**src/rtl/word_serializer.sv**
```systemverilog
// word_serializer
// Transmit side of the parallel-to-narrow stream link. Takes one DATA_WIDTH
// word over a valid/ready handshake and emits it as NUM_SLICES slices of
// SLICE_WIDTH bits, LSB slice first, flagging the final slice with out_last.
//
// Ports:
//   clk        clock, all logic on posedge
//   rst        asynchronous active-high reset
//   in_valid   input word valid
//   in_ready   block can accept a word this cycle
//   in_data    parallel input word
//   out_valid  out_data/out_last valid
//   out_ready  downstream accepts the slice
//   out_data   current slice
//   out_last   current slice is the final slice of its word
//   busy       a word is in flight
//
// state  | meaning
// -------+---------------------------------------------------------
// IDLE   | no word held; in_ready high, waiting for in_valid
// SEND   | presenting slices of the held word, LSB slice first

module word_serializer #(
   parameter int DATA_WIDTH  = 32,
   parameter int SLICE_WIDTH = 8
) (
   input  logic                   clk,
   input  logic                   rst,
   input  logic                   in_valid,
   output logic                   in_ready,
   input  logic [DATA_WIDTH-1:0]  in_data,
   output logic                   out_valid,
   input  logic                   out_ready,
   output logic [SLICE_WIDTH-1:0] out_data,
   output logic                   out_last,
   output logic                   busy
);

   localparam int NUM_SLICES = DATA_WIDTH / SLICE_WIDTH;
   localparam int CNT_W      = (NUM_SLICES > 1) ? $clog2(NUM_SLICES) : 1;
   localparam logic [CNT_W-1:0] LAST_CNT = CNT_W'(NUM_SLICES - 1);

   generate
      if ((DATA_WIDTH % SLICE_WIDTH) != 0 || NUM_SLICES < 2) begin : g_bad_params
         $error("word_serializer: DATA_WIDTH must be a multiple of SLICE_WIDTH with at least 2 slices");
      end
   endgenerate

   typedef enum logic {
      S_IDLE = 1'b0,
      S_SEND = 1'b1
   } state_t;

   state_t                state;
   state_t                state_nxt;
   logic [CNT_W-1:0]      cnt;
   logic [DATA_WIDTH-1:0] shreg;
   logic                  is_last;
   logic                  in_hs;
   logic                  out_hs;

   assign is_last = (cnt == LAST_CNT);
   assign in_hs   = in_valid && in_ready;
   assign out_hs  = out_valid && out_ready;

   always_ff @(posedge clk or posedge rst) begin
      if (rst) begin
         state <= S_IDLE;
      end else begin
         state <= state_nxt;
      end
   end

   always_comb begin
      state_nxt = state;
      case (state)
         S_IDLE: begin
            if (in_valid) begin
               state_nxt = S_SEND;
            end
         end
         S_SEND: begin
            if (out_hs && is_last && !in_valid) begin
               state_nxt = S_IDLE;
            end
         end
         default: state_nxt = S_IDLE;
      endcase
   end

   // in_ready is masked by rst so nothing is accepted while reset is held,
   // even though the async reset has already forced the state to IDLE.
   always_comb begin
      out_valid = 1'b0;
      out_data  = '0;
      out_last  = 1'b0;
      busy      = 1'b0;
      in_ready  = 1'b0;
      case (state)
         S_IDLE: begin
            in_ready = !rst;
         end
         S_SEND: begin
            out_valid = 1'b1;
            busy      = 1'b1;
            out_data  = shreg[SLICE_WIDTH-1:0];
            out_last  = is_last;
            in_ready  = out_ready && is_last && !rst;
         end
         default: ;
      endcase
   end

   // A word load takes priority: in SEND it can only coincide with the
   // last-slice handshake, which is what makes back-to-back words gapless.
   // After the last slice without a new word the counter simply holds; it
   // only returns to 0 through the next load.
   always_ff @(posedge clk or posedge rst) begin
      if (rst) begin
         shreg <= '0;
         cnt   <= '0;
      end else if (in_hs) begin
         shreg <= in_data;
         cnt   <= '0;
      end else if (out_hs && !is_last) begin
         shreg <= shreg >> SLICE_WIDTH;
         cnt   <= cnt + CNT_W'(1);
      end
   end

endmodule

```
**config.mk**
```make
export PLATFORM = sky130hd
export DESIGN_NAME = word_serializer
export DESIGN_NICKNAME = d
export VERILOG_FILES = /design/src/rtl/word_serializer.sv
export SDC_FILE = /design/constraint.sdc
export NUM_CORES = 1
export LEC_CHECK = 0
export BUFFER_PORTS_ARGS = -buffer_cell sky130_fd_sc_hd__buf_2
export CAP_MARGIN = 20
export CORE_ASPECT_RATIO = 1.5
export CORE_MARGIN = 2
export CORE_UTILIZATION = 51
export CTS_BUF_LIST = sky130_fd_sc_hd__clkbuf_16
export DETAILED_ROUTE_END_ITERATION = 7
export PLACE_DENSITY_LB_ADDON = 0.1
export SYNTH_ARGS = -nofsm -noshare
export SYNTH_HDL_FRONTEND = slang
export SYNTH_SLANG_ARGS = --single-unit
```
**constraint.sdc**
```tcl
create_clock -name clk -period 1.9 [get_ports clk]
set_input_delay 0.38 -clock clk [delete_from_list [all_inputs] [get_ports clk]]
set_output_delay 0.38 -clock clk [all_outputs]
set_load 0.01 [all_outputs]
```
# Yosys cells after proc, flatten, opt, wreduce, memory -nomap -nowiden
# Index checks and enable logic that the tools add are counted.
[totals] register_bits=35 inputBits=36 out_inout_bits=12 word_cells=28
[classes] n_addsub=1 n_eq_ne=1 muxes=11 bitwise=1 n_reduce_logical=11
[op_table] operator="two-way mux 32 bit" count=2
[op_table] operator="two-way mux 8 bit" count=1
[op_table] operator="logical AND 1 bit" count=7
[op_table] operator="two-way mux 1 bit" count=4
[op_table] operator="two-way mux 2 bit" count=2
[op_table] operator="case mux 1 bit (2 select lines)" count=2
[op_table] operator="zero test 1 bit" count=3
[op_table] operator="adder 2 x 1 -> 2 bit (second input constant)" count=1
[op_table] operator="== test 2 bit (second input constant)" count=1
[op_table] operator="nonzero test 2 bit" count=1
[op_table] operator="NOT 1 bit" count=1

# Logic depth before layout (Yosys ltp)
# Gate-level depths: netlist of the first run.
[depth] ltp_word=6 mapped_depth=6 ltp_nobuf=4

# Worst setup path after synthesis of the first run
# OpenSTA, ideal clock, no wires.
[synth_path] kind="input to register" startpoint="input port rst" endpoint="register shreg[24]" setup_time_ns=0.125 t_arrival_ns=2.115 required_time_ns=1.775 path_slack_ns=-0.340 stages=5 path_buffers=2 cell_sequence="inv_1 -> and3_4 -> buf_6 -> buf_6 -> mux2_2"
[synth_via] elab_chain_len=5 word_cells_on_any_way=6 classes_between="2 x mux; 4 x reduce/logical"
[synth_rtl] element="start: declaration" line="28" text="input logic rst,"
[synth_rtl] element="zero test 1 bit (no line) (*)"
[synth_rtl] element="logical AND 1 bit" line="108" text="in_ready = out_ready && is_last && !rst;"
[synth_rtl] element="case mux 1 bit (2 select lines) (*)" line="99" text="case (state)"
[synth_rtl] element="logical AND 1 bit (*)" line="63" text="assign in_hs = in_valid && in_ready;"
[synth_rtl] element="two-way mux 32 bit or nonzero test 2 bit (tied branches)"
[synth_rtl] element="end signal: assignment" line="123" text="shreg <= in_data;"
[synth_rtl] element="end signal: assignment" line="126" text="shreg <= shreg >> SLICE_WIDTH;"
[synth_rtl] element="end: declaration" line="57" text="logic [DATA_WIDTH-1:0] shreg;"
# Every way passes the cells marked *; elsewhere a longest branch is shown, timed or not.
# A chain may end at the register's enable or synchronous reset.

# Worst setup path after layout of the first run
[layout_path] startpoint="input port rst" endpoint="output port in_ready"
[layout_via] elab_chain_len=3
[layout_rtl] element="zero test 1 bit (no line) (*)"
[layout_rtl] element="logical AND 1 bit" line="108"
[layout_rtl] element="case mux 1 bit (2 select lines) (*)" line="99"
[layout_rtl] element="end: declaration" line="30" text="output logic in_ready,"
# Marked as above.

==> results.cfg, run 1 <==
[power_and_ir_drop]
leakagePower_uw = 0.00107
report.power.total_uw = 3080
peakVddDrop_v = 0.000835
powerDensity_nw_per_um2 = 1450

[finish]
antenna_cells = 0
syn2layout_area_growth_pct = 27.2
layout.cells.non_filler = 227
final_nets = 223
stdcell_area_um2 = 2120
final_layout_size_suffix_gt1_share_pct = 41.2

[global_route]
grt_use_total_pct = 20.6
grt_pass1_wl_um = 5710
grt_max_degree = 35
grt_overflow = 0
antenna_found_initial = 0
grt_pass1_vias = 1209

[yosys]
synth_seq_cells = 35
synth.distinct_cells = 21
syn_nets = 172
synth_warnings = 0
yosysSeqAreaShare_pct = 52.5
syn_area_um2 = 1670
syn_inst = 135
avgSynthCellArea_um2 = 12.4

[sta]
drv_slew = 0
fin_ws_ns = 0.0575
min_period_ns = 1.84
slew_headroom_pct = 62.4
fin_hold_ws_ns = 0.329
skew_ns = 0.00397
final_hold_viol_count = 0
setup_violations = 0
rsz0062_at_grt = true
post-route-period-util_pct = 97.0
worst_pin_slew_ns = 0.565
fmax_mhz = 543

[status]
status = finished, final reports clean

[detailed_routing]
drtIter0Drc = 32
avgViaCountPerCell = 5.49
ant_nets = 0
first_pass_iters = 4
wirelength_um = 3340
wire_per_inst_um = 14.7
drc = 0
vias = 1247

[worst_setup_path]
worstPathMaxFanout = 6
r2r_slack_ns = 0.10
arrival_ns = 1.46
r2r-end = shreg[13]
cpMostUsedCell = buf_2
ff2ff_path_depth = 5
crit_chain = dlygate4sd3_1 -> buf_2 -> clkinvlp_4 -> and2_1 -> buf_2
cp-end-kind = output port
cp.required_ns = 1.52
path_class = in2out
cpMaxStageDelayCell = dlygate4sd3_1
worstReg2RegStart = cnt[0]
cp_slowest_stage_delay_ns = 0.52
cp-start-kind = input port

[clocking]
htreeDepth = 2
numCtsBuffers = 5
clk_latency_ns = 0.28
clk_pin_slew_ns = 0.05
clock_path_buffers = 2
cts_tree = done
cts-root-buf = clkbuf_16
clock-sinks = 35

[placement]
dpl_cell_area_um2 = 1920
port_buffers = 47
placed_cells = 216
hpwl_um = 2290
pre_cts_ws_ns = -0.0611
gp_congestion = 0.737

[worst_hold_path]
holdCritPathClass = in2reg
hold_end = shreg[16]
hold_start = in_data[16]
hold_depth = 2

[floorplanning]
die-width_um = 50.7
die_y_um = 74.0
ios = 48
start_util_pct = 53.3
dieArea_um2 = 3750
rows = 25
core_um2 = 3130

[flow_run]
cap_violations = 0
-- synth_stat cells, drive strengths merged --
cell	number	share of area, %
and3b	1	0.53
dfrtp	35	53
nor2	2	0.45
and2	30	11
and3	1	0.68
a21bo	1	0.98
inv	1	0.22
nor2b	8	3.0
xnor2	1	0.53
clkbuf	3	0.68
nand2b	1	0.38
buf	9	4.5
nand4	3	1.1
a31oi	1	0.38
mux2i	4	2.4
ha	1	0.75
a221o	20	12
o21ai	3	0.90
mux2	10	6.8
-- cell type report --
cell class | instances | area, µm²
Multi-Input combinational cell | 87 | 719
Sequential cell | 35 | 876
Fill cell | 260 | 1010
Inverter | 1 | 7.51
Tap cell | 40 | 50.0
Timing Repair Buffer | 56 | 305
Clock inverter | 3 | 38.8
Clock buffer | 5 | 125
-- registers in the layout, summed over array words and instances, names as in the netlist --
| register | count |
|---|---|
| cnt | 2 |
| shreg | 32 |
| state | 1 |
-- worst max path at each step --
| stage | end | depth (start not counted) | start | slack, ns |
|---|---|---|---|---|
| after floorplan | shreg[16] | 5 | rst | -0.07 |
| after global placement | shreg[14] | 4 | cnt[0] | 0.004 |
| after detailed placement | shreg[10] | 4 | cnt[0] | -0.06 |
| final | in_ready | 5 | rst | 0.06 |
| after CTS | in_ready | 5 | cnt[1] | 0.004 |
| after global routing | shreg[29] | 5 | rst | -0.02 |
-- worst max-delay path: cells and delay by family --
kind                   cells  cell delay (ns)
buffers and inverters      4             0.92
and+or+nand+nor            1             0.17
-- through the flow --
stage | util (%) | setup TNS, ns
5_1_grt | 67.8 | -0.0604
2_1_floorplan | - | -1.42
4_1_cts | 67.8 | 0
3_3_place_gp | 61.4 | 0
6_report | 67.8 | 0
3_5_place_dp | 61.4 | -0.948
-- report_power, final --
group / internal, µW / total (µW) / switching, µW / leakage (µW)
clock: 611 / 899 / 288 / 0.0000812
sequential: 1030 / 1180 / 152 / 0.000465
combinational: 546 / 998 / 452 / 0.000526
-- layout by cell type (no fill, tap or decap) --
cell type / synthesis / layout
buf_2: 3 / 47
dfrtp_1: 35 / 35
and2_1: 30 / 30
a221o_1: 20 / 20
mux2_2: 10 / 10
nor2b_1: 8 / 8
buf_4: 2 / 8
clkbuf_16: 0 / 5
mux2i_1: 4 / 4
nand4_1: 3 / 3
o21ai_0: 3 / 3
nor2_1: 2 / 2
clkinvlp_4: 0 / 1
a21bo_4: 1 / 1
and3_4: 1 / 1
and3b_1: 1 / 1
xnor2_1: 1 / 1
a31oi_4: 0 / 1
nand2b_1: 1 / 1
ha_2: 0 / 1
clkinv_2: 0 / 1
bufinv_16: 0 / 1
clkinv_1: 0 / 1
dlygate4sd3_1: 0 / 1
-- logic make-up (layout without fill, tap and decap cells) --
| logic type | Yosys count | after routing | share of synthesized area, % |
|---|---|---|---|
| buf+inv | 13 | 65 | 5.40 |
| xor+xnor | 1 | 1 | 0.525 |
| compound gates | 25 | 25 | 14.3 |
| flops | 35 | 35 | 52.5 |
| fa+ha+maj | 1 | 1 | 0.750 |
| simple gates | 46 | 46 | 17.4 |
| mux | 14 | 14 | 9.15 |
-- per-layer routing --
layer,GRT usage [%],vias to the layer above,share of wire (%),wire [µm]
met5,0,-,0,0
met4,9.91,0,1.8,61
li1,-,589,-,-
met1,25.4,613,41,1360
met3,6.63,7,6.9,232
met2,32.7,38,51,1690
-- repair_timing --
action                                  CTS  global route
hold buffers                              1             0
gates resized for setup                   2             0
setup buffers                             2             1
pin swaps                                 1             1
endpoints found under the setup margin   21             7
endpoints found under the hold margin     1             0
Power figures use the tool's default switching activity.
==> run 2, diff against run 1 <==
--- a/config.mk
+++ b/config.mk
@@ -6,4 +6,5 @@
 export NUM_CORES = 1
 export LEC_CHECK = 0
+export ABC_AREA = 1
 export BUFFER_PORTS_ARGS = -buffer_cell sky130_fd_sc_hd__buf_2
 export CAP_MARGIN = 20
==> constraint.sdc (replaced) <==
create_clock -name clk -period 1.9 [get_ports clk]
set_input_delay 0.38 -clock clk [delete_from_list [all_inputs] [get_ports clk]]
set_output_delay 0.38 -clock clk [all_outputs]
set_load 0.005 [all_outputs]
==> run 2 against run 1 <==
Power is 16% lower. Clock power down 16%. Combinational power fell by 26%. Cell count is 36% higher.
==> results.cfg, run 2 <==
[floorplanning]
die_y_um = 75.7
rows = 26
core_um2 = 3350
die-width_um = 51.8
dieArea_um2 = 3920
start_util_pct = 52.2
ios = 48

[sta]
skew_ns = 0.00519
setup_violations = 0
fin_ws_ns = 0.196
worst_pin_slew_ns = 0.397
fin_hold_ws_ns = 0.137
slew_headroom_pct = 73.5
min_period_ns = 1.70
final_hold_viol_count = 0
rsz0062_at_grt = false
setup-tns-final_ns = 0
post-route-period-util_pct = 89.7
drv_slew = 0
fmax_mhz = 587

[yosys]
async_flop_share_pct = 100
yosysSeqAreaShare_pct = 50.1
avgSynthCellArea_um2 = 7.95
syn_nets = 257
synthDominantCellAreaShare_pct = 50.1
syn_inst = 220
synth_area_leaders = dfrtp_1 50%, nand3_1 15%, nand2_1 14%
synth.top_cells.by_count = 64 x nand2_1, 51 x nand3_1, 35 x dfrtp_1, 24 x nand4_1, 15 x inv_1
synth.distinct_cells = 17
synth_edf_count = 0
synth_seq_cells = 35
syn_area_um2 = 1750
synth_top_area_cell = dfrtp_1
synth_most_common_cell = nand2_1
synthFlopType = dfrtp_1
synth_warnings = 0

[global_route]
grt_max_degree = 37
grt_pass1_wl_um = 6350
grt_use_total_pct = 22.1
grt_overflow = 0
grt_pass1_vias = 1464
antenna_found_initial = 0

[worst_setup_path]
cp.required_ns = 1.52
worstReg2RegStart = cnt[0]
worstPathMaxFanout = 3
cp-end-kind = output port
r2r_slack_ns = 0.28
r2r-end = shreg[23]
ff2ff_path_depth = 8
path_class = reg2out
cp-start-kind = register
arrival_ns = 1.32

[worst_hold_path]
holdCritPathClass = in2async

[finish]
regMostFlops = shreg
final_common_cell = nand2_1
n_fill_cell = 325
largest_register_ffs = 32
syn2layout_area_growth_pct = 23.2
reg_top3 = shreg: 32 flops, cnt: 2 flops, state: 1 flops
final_nets = 303
final_layout_size_suffix_gt1_share_pct = 25.5
final_cell_mix = 64 x nand2_1, 51 x nand3_1, 47 x buf_2
antenna_cells = 0

[power_and_ir_drop]
powerDensity_nw_per_um2 = 1200
leakagePower_uw = 0.00125
peakVddDrop_v = 0.000876

[clocking]
clk_latency_ns = 0.28
cts_tree = done
post_cts_buffers = 0
post_cts_resized = 0
clock_path_buffers = 2
cts-root-buf = clkbuf_16
clock-sinks = 35
htreeDepth = 2
clk_pin_slew_ns = 0.05
numCtsBuffers = 5
hold_buffers = 0

[placement]
gp_congestion = 0.804
pre_cts_ws_ns = 0.285
hpwl_um = 2520
port_buffers = 47

[detailed_routing]
wire_per_inst_um = 12.2
ant_nets = 0
first_pass_iters = 4
drtIter0Drc = 71
vias = 1629
avgViaCountPerCell = 5.27
drc = 0
wirelength_um = 3770

[status]
status = finished, final reports clean

[flow_run]
cap_violations = 0
## run 2: cell types whose count changed after synthesis, sizes merged, moves of 8 or more
cell | before | now
and2 | 30 | 0
nand4 | 3 | 24
inv | 1 | 17
nor2b | 8 | 0
mux2 | 10 | 0
nand3 | 0 | 53
nand2 | 0 | 65
a221o | 20 | 0
## run 2: power breakdown
part           switching [µW]  internal [µW]  total, µW
sequential                128            973       1100
combinational             447            290        738
clock                     281            472        754
## run 2: layout make-up
| class | instances | area [µm²] | area share, % |
|---|---|---|---|
| tap | 42 | 52.6 | 2.44 |
| clock inverter | 3 | 12.5 | 0.580 |
| timing repair buffer | 56 | 303 | 14.0 |
| clock buffer | 5 | 125 | 5.80 |
| sequential | 35 | 876 | 40.6 |
| inverter | 18 | 67.6 | 3.13 |
| multi-input combinational | 150 | 719 | 33.4 |
## run 2: how the worst max path moves through the flow
stage	from	endpoint	slack, ns	cells after the start
finish	cnt[0]	in_ready	0.20	6
global route	cnt[0]	in_ready	0.1	6
CTS	cnt[0]	in_ready	0.19	6
detailed placement	cnt[0]	shreg[22]	0.28	8
global placement	cnt[0]	shreg[23]	0.33	8
floorplan	rst	in_ready	0.19	4
## run 2: per-layer routing
metal,track usage (%),share of wire [%],up-vias,wire [µm]
met1,25.8,44,745,1670
met2,37.9,49,53,1850
met3,6.08,5.0,4,189
li1,-,-,827,-
met4,9.65,1.5,0,58
met5,0,0,-,0
## run 2: cells by family (layout without fill, tap and decap cells)
family,count (synthesis),count (layout),synth area share (%)
AOI/OAI and AO/OA,1,1,0.286
adders and majority gates,1,1,0.715
buffers and inverters,35,82,8.80
DFF,35,35,50.1
and+or+nand+nor,148,148,40.1
## run 2: per-stage QoR
step	area (µm²)	total power (µW)	instances	util [%]
after floorplan	1750	1630	220	-
after global placement	2020	1840	301	60.2
after detailed placement	2020	1860	301	60.2
after CTS	2160	2620	309	64.3
after global routing	2160	2780	309	64.3
final	2160	2590	309	64.3
## run 2: critical path, cell delays in order (launching register included)
cell and delay (ns):
dfrtp_1 0.40, ha_1 0.23, nand2_1 0.09, nand2_2 0.10, nand2_1 0.09, inv_1 0.03, buf_2 0.11
